[config.mk]
export PLATFORM = sky130hd
export DESIGN_NAME = decrypt_controller_flat
export DESIGN_NICKNAME = d
export VERILOG_FILES = /design/src/rtl/decrypt_pkg.sv /design/src/rtl/decrypt_if.sv /design/src/rtl/decrypt_addr_gen.sv /design/src/rtl/decrypt_controller.sv /design/src/flat_wrapper.sv
export SDC_FILE = /design/constraint.sdc
export NUM_CORES = 1
export LEC_CHECK = 0
export CELL_PAD_IN_SITES_DETAIL_PLACEMENT = 1
export CELL_PAD_IN_SITES_GLOBAL_PLACEMENT = 2
export CORE_MARGIN = 2
export CORE_UTILIZATION = 27
export DETAILED_ROUTE_END_ITERATION = 12
export PLACE_DENSITY = 0.82
export SYNTH_ARGS = -nofsm -noshare
export SYNTH_HDL_FRONTEND = slang
export SYNTH_SLANG_ARGS = --single-unit
[constraint.sdc]
create_clock -name clk -period 3.29 [get_ports clk]
set_clock_uncertainty 0.05 [all_clocks]
set_input_delay 0.658 -clock clk [delete_from_list [all_inputs] [get_ports clk]]
set_output_delay 0.658 -clock clk [all_outputs]
set_load 0.01 [all_outputs]
[src/rtl/decrypt_pkg.sv]
// rtl/decrypt_pkg.sv - shared widths, FSM states and address helper for the decrypt controller
package decrypt_pkg;
    localparam int PLAINTEXT_WIDTH  = 6;
    localparam int CIPHERTEXT_WIDTH = 10;
    localparam int DIMENSION        = 10;
    localparam int BIG_N            = 30;
    localparam int SK_ADDR_WIDTH    = 4;
    localparam int CT_ADDR_WIDTH    = 9;
    localparam int IDX_WIDTH        = 5;
    localparam int N_ENTRIES        = DIMENSION + 1;
    localparam int ROW_WIDTH        = DIMENSION + 1;

    typedef enum logic [2:0] {
        IDLE,
        CLEAR,
        ACCUM,
        DRAIN,
        OUTPUT
    } state_t;

    // First ciphertext word of a given ciphertext; only evaluated on accept.
    function automatic logic [CT_ADDR_WIDTH-1:0] ct_base(input logic [IDX_WIDTH-1:0] idx);
        return CT_ADDR_WIDTH'(idx) * CT_ADDR_WIDTH'(N_ENTRIES);
    endfunction
endpackage

[src/rtl/decrypt_if.sv]
// rtl/decrypt_if.sv - host, memory and datapath signals of the decrypt controller
interface decrypt_if;
    import decrypt_pkg::*;

    logic                       start_valid;
    logic                       start_ready;
    logic [IDX_WIDTH-1:0]       ct_index;
    logic                       sk_rd_en;
    logic [SK_ADDR_WIDTH-1:0]   sk_addr;
    logic                       ct_rd_en;
    logic [CT_ADDR_WIDTH-1:0]   ct_addr;
    logic [ROW_WIDTH-1:0]       row;
    logic [PLAINTEXT_WIDTH-1:0] dp_result;
    logic                       out_valid;
    logic                       out_ready;
    logic [PLAINTEXT_WIDTH-1:0] out_data;
    logic                       out_err;
    logic                       busy;

    modport master (
        input  start_valid, ct_index, dp_result, out_ready,
        output start_ready, sk_rd_en, sk_addr, ct_rd_en, ct_addr, row,
               out_valid, out_data, out_err, busy
    );

    modport slave (
        output start_valid, ct_index, dp_result, out_ready,
        input  start_ready, sk_rd_en, sk_addr, ct_rd_en, ct_addr, row,
               out_valid, out_data, out_err, busy
    );
endinterface

[src/rtl/decrypt_addr_gen.sv]
// rtl/decrypt_addr_gen.sv - word counter and key/ciphertext address registers
module decrypt_addr_gen
    import decrypt_pkg::*;
(
    input  logic                     clk,
    input  logic                     rst,
    input  logic                     load,
    input  logic [IDX_WIDTH-1:0]     idx,
    input  logic                     step,
    output logic [SK_ADDR_WIDTH-1:0] sk_addr,
    output logic [CT_ADDR_WIDTH-1:0] ct_addr,
    output logic                     last
);
    localparam logic [SK_ADDR_WIDTH-1:0] I_END = SK_ADDR_WIDTH'(N_ENTRIES);

    logic [SK_ADDR_WIDTH-1:0] i_cnt;
    logic [CT_ADDR_WIDTH-1:0] ct_cnt;

    // i saturates at N_ENTRIES so a late step can never wrap into another ciphertext.
    assign last    = (i_cnt == I_END);
    assign sk_addr = i_cnt;
    assign ct_addr = ct_cnt;

    always_ff @(posedge clk) begin
        if (rst) begin
            i_cnt  <= '0;
            ct_cnt <= '0;
        end else if (load) begin
            i_cnt  <= '0;
            ct_cnt <= ct_base(idx);
        end else if (step && !last) begin
            i_cnt  <= i_cnt + SK_ADDR_WIDTH'(1);
            ct_cnt <= ct_cnt + CT_ADDR_WIDTH'(1);
        end
    end
endmodule

[src/rtl/decrypt_controller.sv]
// rtl/decrypt_controller.sv - sequences one LWE decryption over the dot-product datapath
module decrypt_controller
    import decrypt_pkg::*;
(
    input  logic      clk,
    input  logic      rst,
    decrypt_if.master bus
);
    state_t                     state;
    state_t                     state_nx;
    logic                       load;
    logic                       step;
    logic                       last;
    logic                       rd_en;
    logic                       accept;
    logic                       bad_index;
    logic [SK_ADDR_WIDTH-1:0]   sk_addr;
    logic [CT_ADDR_WIDTH-1:0]   ct_addr;
    logic [ROW_WIDTH-1:0]       row;
    logic [PLAINTEXT_WIDTH-1:0] out_data;
    logic                       out_err;

    assign accept    = (state == IDLE) && bus.start_valid;
    assign bad_index = (bus.ct_index >= IDX_WIDTH'(BIG_N));

    decrypt_addr_gen u_addr_gen (
        .clk     (clk),
        .rst     (rst),
        .load    (load),
        .idx     (bus.ct_index),
        .step    (step),
        .sk_addr (sk_addr),
        .ct_addr (ct_addr),
        .last    (last)
    );

    always_ff @(posedge clk) begin
        if (rst) state <= IDLE;
        else     state <= state_nx;
    end

    // In ACCUM the counter already points one word ahead, which is exactly the row number.
    always_comb begin
        state_nx = state;
        load     = 1'b0;
        step     = 1'b0;
        rd_en    = 1'b0;
        row      = '0;
        unique case (state)
            IDLE: begin
                if (bus.start_valid) begin
                    if (bad_index) begin
                        state_nx = OUTPUT;
                    end else begin
                        load     = 1'b1;
                        state_nx = CLEAR;
                    end
                end
            end
            CLEAR: begin
                rd_en    = 1'b1;
                step     = 1'b1;
                state_nx = ACCUM;
            end
            ACCUM: begin
                rd_en = !last;
                row   = ROW_WIDTH'(sk_addr);
                step  = 1'b1;
                if (last) state_nx = DRAIN;
            end
            DRAIN:   state_nx = OUTPUT;
            OUTPUT:  if (bus.out_ready) state_nx = IDLE;
            default: state_nx = IDLE;
        endcase
    end

    always_ff @(posedge clk) begin
        if (rst) begin
            out_data <= '0;
            out_err  <= 1'b0;
        end else if (accept) begin
            out_err <= bad_index;
            if (bad_index) out_data <= '0;
        end else if (state == DRAIN) begin
            out_data <= bus.dp_result;
        end
    end

    assign bus.start_ready = (state == IDLE);
    assign bus.busy        = (state != IDLE);
    assign bus.out_valid   = (state == OUTPUT);
    assign bus.sk_rd_en    = rd_en;
    assign bus.ct_rd_en    = rd_en;
    assign bus.sk_addr     = sk_addr;
    assign bus.ct_addr     = ct_addr;
    assign bus.row         = row;
    assign bus.out_data    = out_data;
    assign bus.out_err     = out_err;
endmodule

[src/flat_wrapper.sv]
// flat-port wrapper written by rule: the top's interface ports become plain ports
module decrypt_controller_flat import decrypt_pkg::*;
  (clk, rst, bus_start_valid, bus_ct_index, bus_dp_result, bus_out_ready, bus_start_ready, bus_sk_rd_en, bus_sk_addr, bus_ct_rd_en, bus_ct_addr, bus_row, bus_out_valid, bus_out_data, bus_out_err, bus_busy);
  decrypt_if bus_i ();
  input  logic clk;
  input  logic rst;
  input wire logic [$bits(bus_i.start_valid)-1:0] bus_start_valid;
  input wire logic [$bits(bus_i.ct_index)-1:0] bus_ct_index;
  input wire logic [$bits(bus_i.dp_result)-1:0] bus_dp_result;
  input wire logic [$bits(bus_i.out_ready)-1:0] bus_out_ready;
  output wire logic [$bits(bus_i.start_ready)-1:0] bus_start_ready;
  output wire logic [$bits(bus_i.sk_rd_en)-1:0] bus_sk_rd_en;
  output wire logic [$bits(bus_i.sk_addr)-1:0] bus_sk_addr;
  output wire logic [$bits(bus_i.ct_rd_en)-1:0] bus_ct_rd_en;
  output wire logic [$bits(bus_i.ct_addr)-1:0] bus_ct_addr;
  output wire logic [$bits(bus_i.row)-1:0] bus_row;
  output wire logic [$bits(bus_i.out_valid)-1:0] bus_out_valid;
  output wire logic [$bits(bus_i.out_data)-1:0] bus_out_data;
  output wire logic [$bits(bus_i.out_err)-1:0] bus_out_err;
  output wire logic [$bits(bus_i.busy)-1:0] bus_busy;
  assign bus_i.start_valid = bus_start_valid;
  assign bus_i.ct_index = bus_ct_index;
  assign bus_i.dp_result = bus_dp_result;
  assign bus_i.out_ready = bus_out_ready;
  assign bus_start_ready = bus_i.start_ready;
  assign bus_sk_rd_en = bus_i.sk_rd_en;
  assign bus_sk_addr = bus_i.sk_addr;
  assign bus_ct_rd_en = bus_i.ct_rd_en;
  assign bus_ct_addr = bus_i.ct_addr;
  assign bus_row = bus_i.row;
  assign bus_out_valid = bus_i.out_valid;
  assign bus_out_data = bus_i.out_data;
  assign bus_out_err = bus_i.out_err;
  assign bus_busy = bus_i.busy;
  decrypt_controller u_core (.clk(clk), .rst(rst), .bus(bus_i));
endmodule
# Word-level counts from Yosys, hierarchy flattened
# Index checks and enable logic that the tools add are counted.
# op_classes
div_mod_pow	0
shift	0
n_addsub	2
reduce_logical	11
n_bitwise	0
eq_ne	9
order_cmp	1
n_mul	1
muxes	16
# ops
cell	n
$mux W6	3
$mux W9	2
$pmux W3 S5	1
$mux W3	4
$add A9 B1 Y9 const B	1
$mul A5 B4 Y9 const B	1
$eq A3 B2 Y1 const B	2
$ne A2 B2 Y1 const B	3
$ge A5 B5 Y1 const B	1
$add A4 B1 Y4 const B	1
$eq A4 B4 Y1 const B	1
$mux W1	4
$mux W4	1
$reduce_bool A2 Y1	2
$reduce_or A2 Y1	2
$eq A3 B1 Y1 const B	1
$eq A3 B3 Y1 const B	1
$logic_not A3 Y1	1
$reduce_and A3 Y1	1
$reduce_bool A3 Y1	1
$logic_and A1 B1 Y1	2
$ne A2 B1 Y1 const B	1
$pmux W1 S2	1
$reduce_and A2 Y1	1
$logic_not A1 Y1	1
# totals
memories	0
mem_bits_rw	0
wordCells	45
output_inout_bits	36
romBits	0
inputBits	15
latch_bits	0
register_bits	23

# Depth between registers and ports, before layout
# depth
ltp_word	6
ltp_mapped	8
depth_no_buf	8

# Modules after synthesis
# Synthesis repeated with hierarchy kept, for this count alone.
# unflattened
hier_cells	177
area_unflattened_um2	1605.3
# by_module_without_submodules
mod	area_per_inst_um2	instances	seq_area_each_um2	cells_per_inst
decrypt_addr_gen	982.2	1	260.2	104
decrypt_controller	623.1	1	200.2	73

# Least setup slack after synthesis
# OpenSTA, ideal clock, no wires.
# synth_path
path_type	input port to flip-flop
from	input bus_ct_index[1]
to	register u_core.u_addr_gen.ct_cnt[6], in the netlist u_core.u_addr_gen.ct_addr[6]
cell_stages	8
path_buffers	0
t_arrival_ns	2.393
slack_ns	0.718
cell_sequence	ha_1 > fa_1 > ha_1 > a21o_1 > a21oi_1 > xnor2_1 > a21oi_1 > a21oi_1
# synth_between
elab_chain_cells	5
# synth_rtl
element	line	rtl
start: declaration	flat_wrapper.sv:8	input wire logic [$bits(bus_i.ct_index)-1:0] bus_ct_index;
branches (longest 5 deep; another with $mul A5 B4 Y9)	-	
end signal: assignment	decrypt_addr_gen.sv:30	ct_cnt <= ct_base(idx);
end signal: assignment	decrypt_addr_gen.sv:33	ct_cnt <= ct_cnt + CT_ADDR_WIDTH'(1);
end: declaration	decrypt_addr_gen.sv:17	logic [CT_ADDR_WIDTH-1:0] ct_cnt;
# Several ways; the timed one is not identified.
# A chain may end at the register's enable or synchronous reset.

# Worst setup path after layout
# layout_path
from	input bus_ct_index[3]
to	register u_core.u_addr_gen.ct_cnt[7], in the netlist u_core.u_addr_gen.ct_addr[7]
# The elaborated chain is that of the path after synthesis.

==> key figures <==
Clocking
  • Post-CTS sizing: 0
  • Clk buf depth: 2
  • Worst-skew pair later-pin latency: roughly 0.26 ns
  • Setup bufs post-CTS: 0
  • Htree depth: 1
  • CTS tree: yes
  • CTS Hold Bufs: 0
  • Clock root buffer: clkbuf_8
  • CTS buffer count: 3
  • Clk sink count: 23
  • CTS clk-pin slew, worst paths: 0.08 ns

STA
  • Min Tclk post-route: 3.00 ns
  • # setup viols final: 0
  • Tightest Pin Transition: 0.710 ns
  • RSZ-0062 raised after global routing: false
  • Relative slew slack: 52.5%
  • Setup TNS: 0 ns
  • Max Clk Rate: about 0.33 GHz
  • Fin. Hold Viols: 0
  • Fin. max-slew vios: 0
  • Tcrit/Tclk final: between 90% and 100%

Synth
  • Post-synth cell types: 48
  • Warnings from Yosys: 0
  • Synth Flop Type: dfxtp_1
  • Synth top area share: between 20 and 30%
  • Post-synthesis sequential area ratio: roughly 29%
  • Ys async rst share: 0%
  • Synth area leader: dfxtp_1
  • Post-Syn Instances: 180
  • Number of synthesized register bits: 23
  • Number of synthesized flops with an enable pin: 0
  • Top cells by area, synth: dfxtp_1, ha_1, nor2_1, a21oi_1, buf_4
  • Mapped Area: roughly 1600 um2
  • Synth Area per Inst: 8.95 um2

Route
  • Number of routed nets with antenna violations: 0
  • Final wirelength: about 4000 um
  • DR pass1 iterations: 4
  • Met1 Wirelength: around 1800 um
  • Avg WL per Cell: roughly 13 um
  • Metal2 WL: 1920 um
  • Drc violations: 0
  • Vias/cell: about 4.9
  • Met3 wire len: just over 200 um
  • Vias: approximately 1400
  • Iteration-0 DRC Markers: roughly 120
  • Top sig layer: met4

Worst setup path
  • Worst Path Required: 3.41 ns
  • WS Path Type: in2reg
  • CP max stage cell: clkdlybuf4s50_1
  • Critical path depth in cells: 9
  • Worst-path cell chain: clkdlybuf4s50_1 > ha_1 > fa_1 > ha_1 > a211oi_1 > o21bai_1 > a21oi_1 > xor2_1 > a211oi_1
  • Worst R2R End: u_core.u_addr_gen.ct_addr[5]
  • Crit path to: u_core.u_addr_gen.ct_addr[7]
  • Setup crit start: bus_ct_index[3]
  • Reg2reg setup slack: between 1 and 1.5 ns
  • CP max FO: 4
  • Family with the most delay on the worst path: adder cells
  • Reg2Reg Depth: 5
  • R2r startpoint: u_core.u_addr_gen.sk_addr[0]
  • Crit path capture type: register
  • CP startpoint kind: primary input
  • WP buf/inv: 1
  • Worst EP arrival: ~3.1 ns
  • Crit-path max cell delay: ~0.54 ns

Cells and area
  • Register area: approximately 460 um2
  • Diode count: 0
  • Fin util: 35.9%
  • Layout cells sized above 1: between 8 and 9%
  • Finished Layout Cells: 296
  • Nets: approximately 260
  • Area grow syn2layout: 30.3%
  • Fillers: 692
  • Multi-input logic area: a little over 1000 um2

GRT
  • Initial antenna violation count: 0
  • Total GRT Usage: between 10% and 20%
  • Largest net degree at the start of global routing: 16
  • First-pass GRT wire length: roughly 6800 um
  • Vias in the first global route: 1405
  • GR Overflow Total: 0

Power
  • Switching share of power: between 30% and 40%
  • Net Sw Power: between 0.2 and 0.3 mW
  • Cell internal pwr: roughly 0.55 mW
  • Comb pwr share: roughly two fifths
  • Clk pwr share: roughly a fifth
  • Pwr dens: roughly 400 nW/um2
  • Reg power frac: between 40 and 50%
  • LEAKAGE: roughly 0.82 nW
  • Worst vdd ir: 0.158 mV

Die
  • Die ar.: about 6600 um2
  • Initial Util: between 20% and 30%
  • Die height: between 80 and 90 um
  • Die Wd: around 80 um
  • Row count: 28
  • Io pins: 51
  • Core region area: ~5900 um2

Placement
  • Port buffer count: 43
  • DP Cell Count: approximately 290
  • Routability cong.: between 0.7 and 0.8
  • Detailed placement HPWL: between 3000 and 4000 um

Run
  • MaxCap Viol Count: 0

Hold path
  • Hold Path Class: reg2reg

Run status
  • Status: finished, final reports clean
synthesized netlist by cell type, types with 2 or more instances:
cell and number:
a21o_1 2, and2_1 5, a211oi_1 2, a32oi_1 2, nand2_1 12, a21o_2 2, buf_4 8, and4_1 2
xnor2_1 3, xor2_1 4, nor3_1 7, o21ai_0 5, inv_1 4, a21oi_1 13, nor3b_1 2, a22oi_1 7
ha_1 17, nand3_1 4, fa_1 2, nand2b_1 2, dfxtp_1 23, buf_6 4, nor2_1 22, a31oi_1 2
power groups by stage:
stage | Combinational (mW) | Clock [mW] | Sequential, mW
after global routing | 0.360 | 0.197 | 0.350
after CTS | 0.326 | 0.189 | 0.344
final | 0.322 | 0.177 | 0.343
after floorplan | 0.210 | 0 | 0.347
after detailed placement | 0.324 | 0 | 0.350
after global placement | 0.321 | 0 | 0.350
worst min-delay path by stage:
stage                     slack (ns)                    startpoint  cells after the start                      endpoint
after floorplan                 0.47  u_core.u_addr_gen.sk_addr[1]                      2  u_core.u_addr_gen.sk_addr[1]
after global placement          0.42            u_core.bus.out_err                      2            u_core.bus.out_err
after detailed placement        0.43            u_core.bus.out_err                      2            u_core.bus.out_err
after CTS                       0.45            u_core.bus.out_err                      2            u_core.bus.out_err
after global routing            0.50        u_core.bus.out_data[0]                      2        u_core.bus.out_data[0]
final                           0.44            u_core.bus.out_err                      2            u_core.bus.out_err
kinds of logic after synthesis:
logic type | after synthesis | synth area share (%)
other | 1 | 0.233
AOI/OAI and AO/OA | 43 | 18.9
buffers and inverters | 18 | 8.31
xor gates and xnor gates | 8 | 4.81
DFF | 23 | 28.6
and+or+nand+nor | 68 | 23.4
adders and majority gates | 19 | 15.7
layer usage:
metal / global-route usage (%) / up-vias
met3: 2.67 / 2
met2: 21.9 / 32
met4: 1.53 / 0
met1: 18.2 / 698
li1: - / 715
met5: 0 / -
metrics by stage:
stage / total power [mW] / cell area [um2] / setup WS, ns / hold slack (ns)
floorplan: 0.558 / 1630 / 0.718 / 0.466
global placement: 0.671 / 2050 / 0.155 / 0.425
detailed placement: 0.674 / 2050 / 0.0494 / 0.430
CTS: 0.860 / 2100 / 0.317 / 0.452
global route: 0.907 / 2100 / 0.0837 / 0.503
finish: 0.842 / 2100 / 0.294 / 0.443
sequential cells by signal, indices dropped and copies added, names as in the netlist:
| signal | flops |
|---|---|
| u_core.state | 3 |
| u_core.u_addr_gen.ct_addr | 9 |
| u_core.u_addr_gen.sk_addr | 4 |
| u_core.bus.out_data | 6 |
| u_core.bus.out_err | 1 |
cell type report:
type / instances / share of cell area, %
Inverter: 4 / 0.715
Sequential cell: 23 / 21.9
Multi-Input combinational cell: 145 / 49.5
Tap cell: 75 / 4.47
Clock buffer: 4 / 2.15
Timing Repair Buffer: 45 / 21.2
worst min-delay path: stages (launching register included):
cell     delay, ns
dfxtp_1       0.33
a21oi_1       0.06
nor2_1        0.07
cells in the final DEF (no fill, tap or decap), drive strengths merged, types with 5 or more instances in the layout:
master         instances
dfxtp                 23
a22oi                  7
conb                   7
clkdlybuf4s50         43
nand2                 12
o21ai                  5
and2                   6
ha                    17
nor2                  23
a21oi                 14
nor3                   8
(Power assumes the default switching activity.)
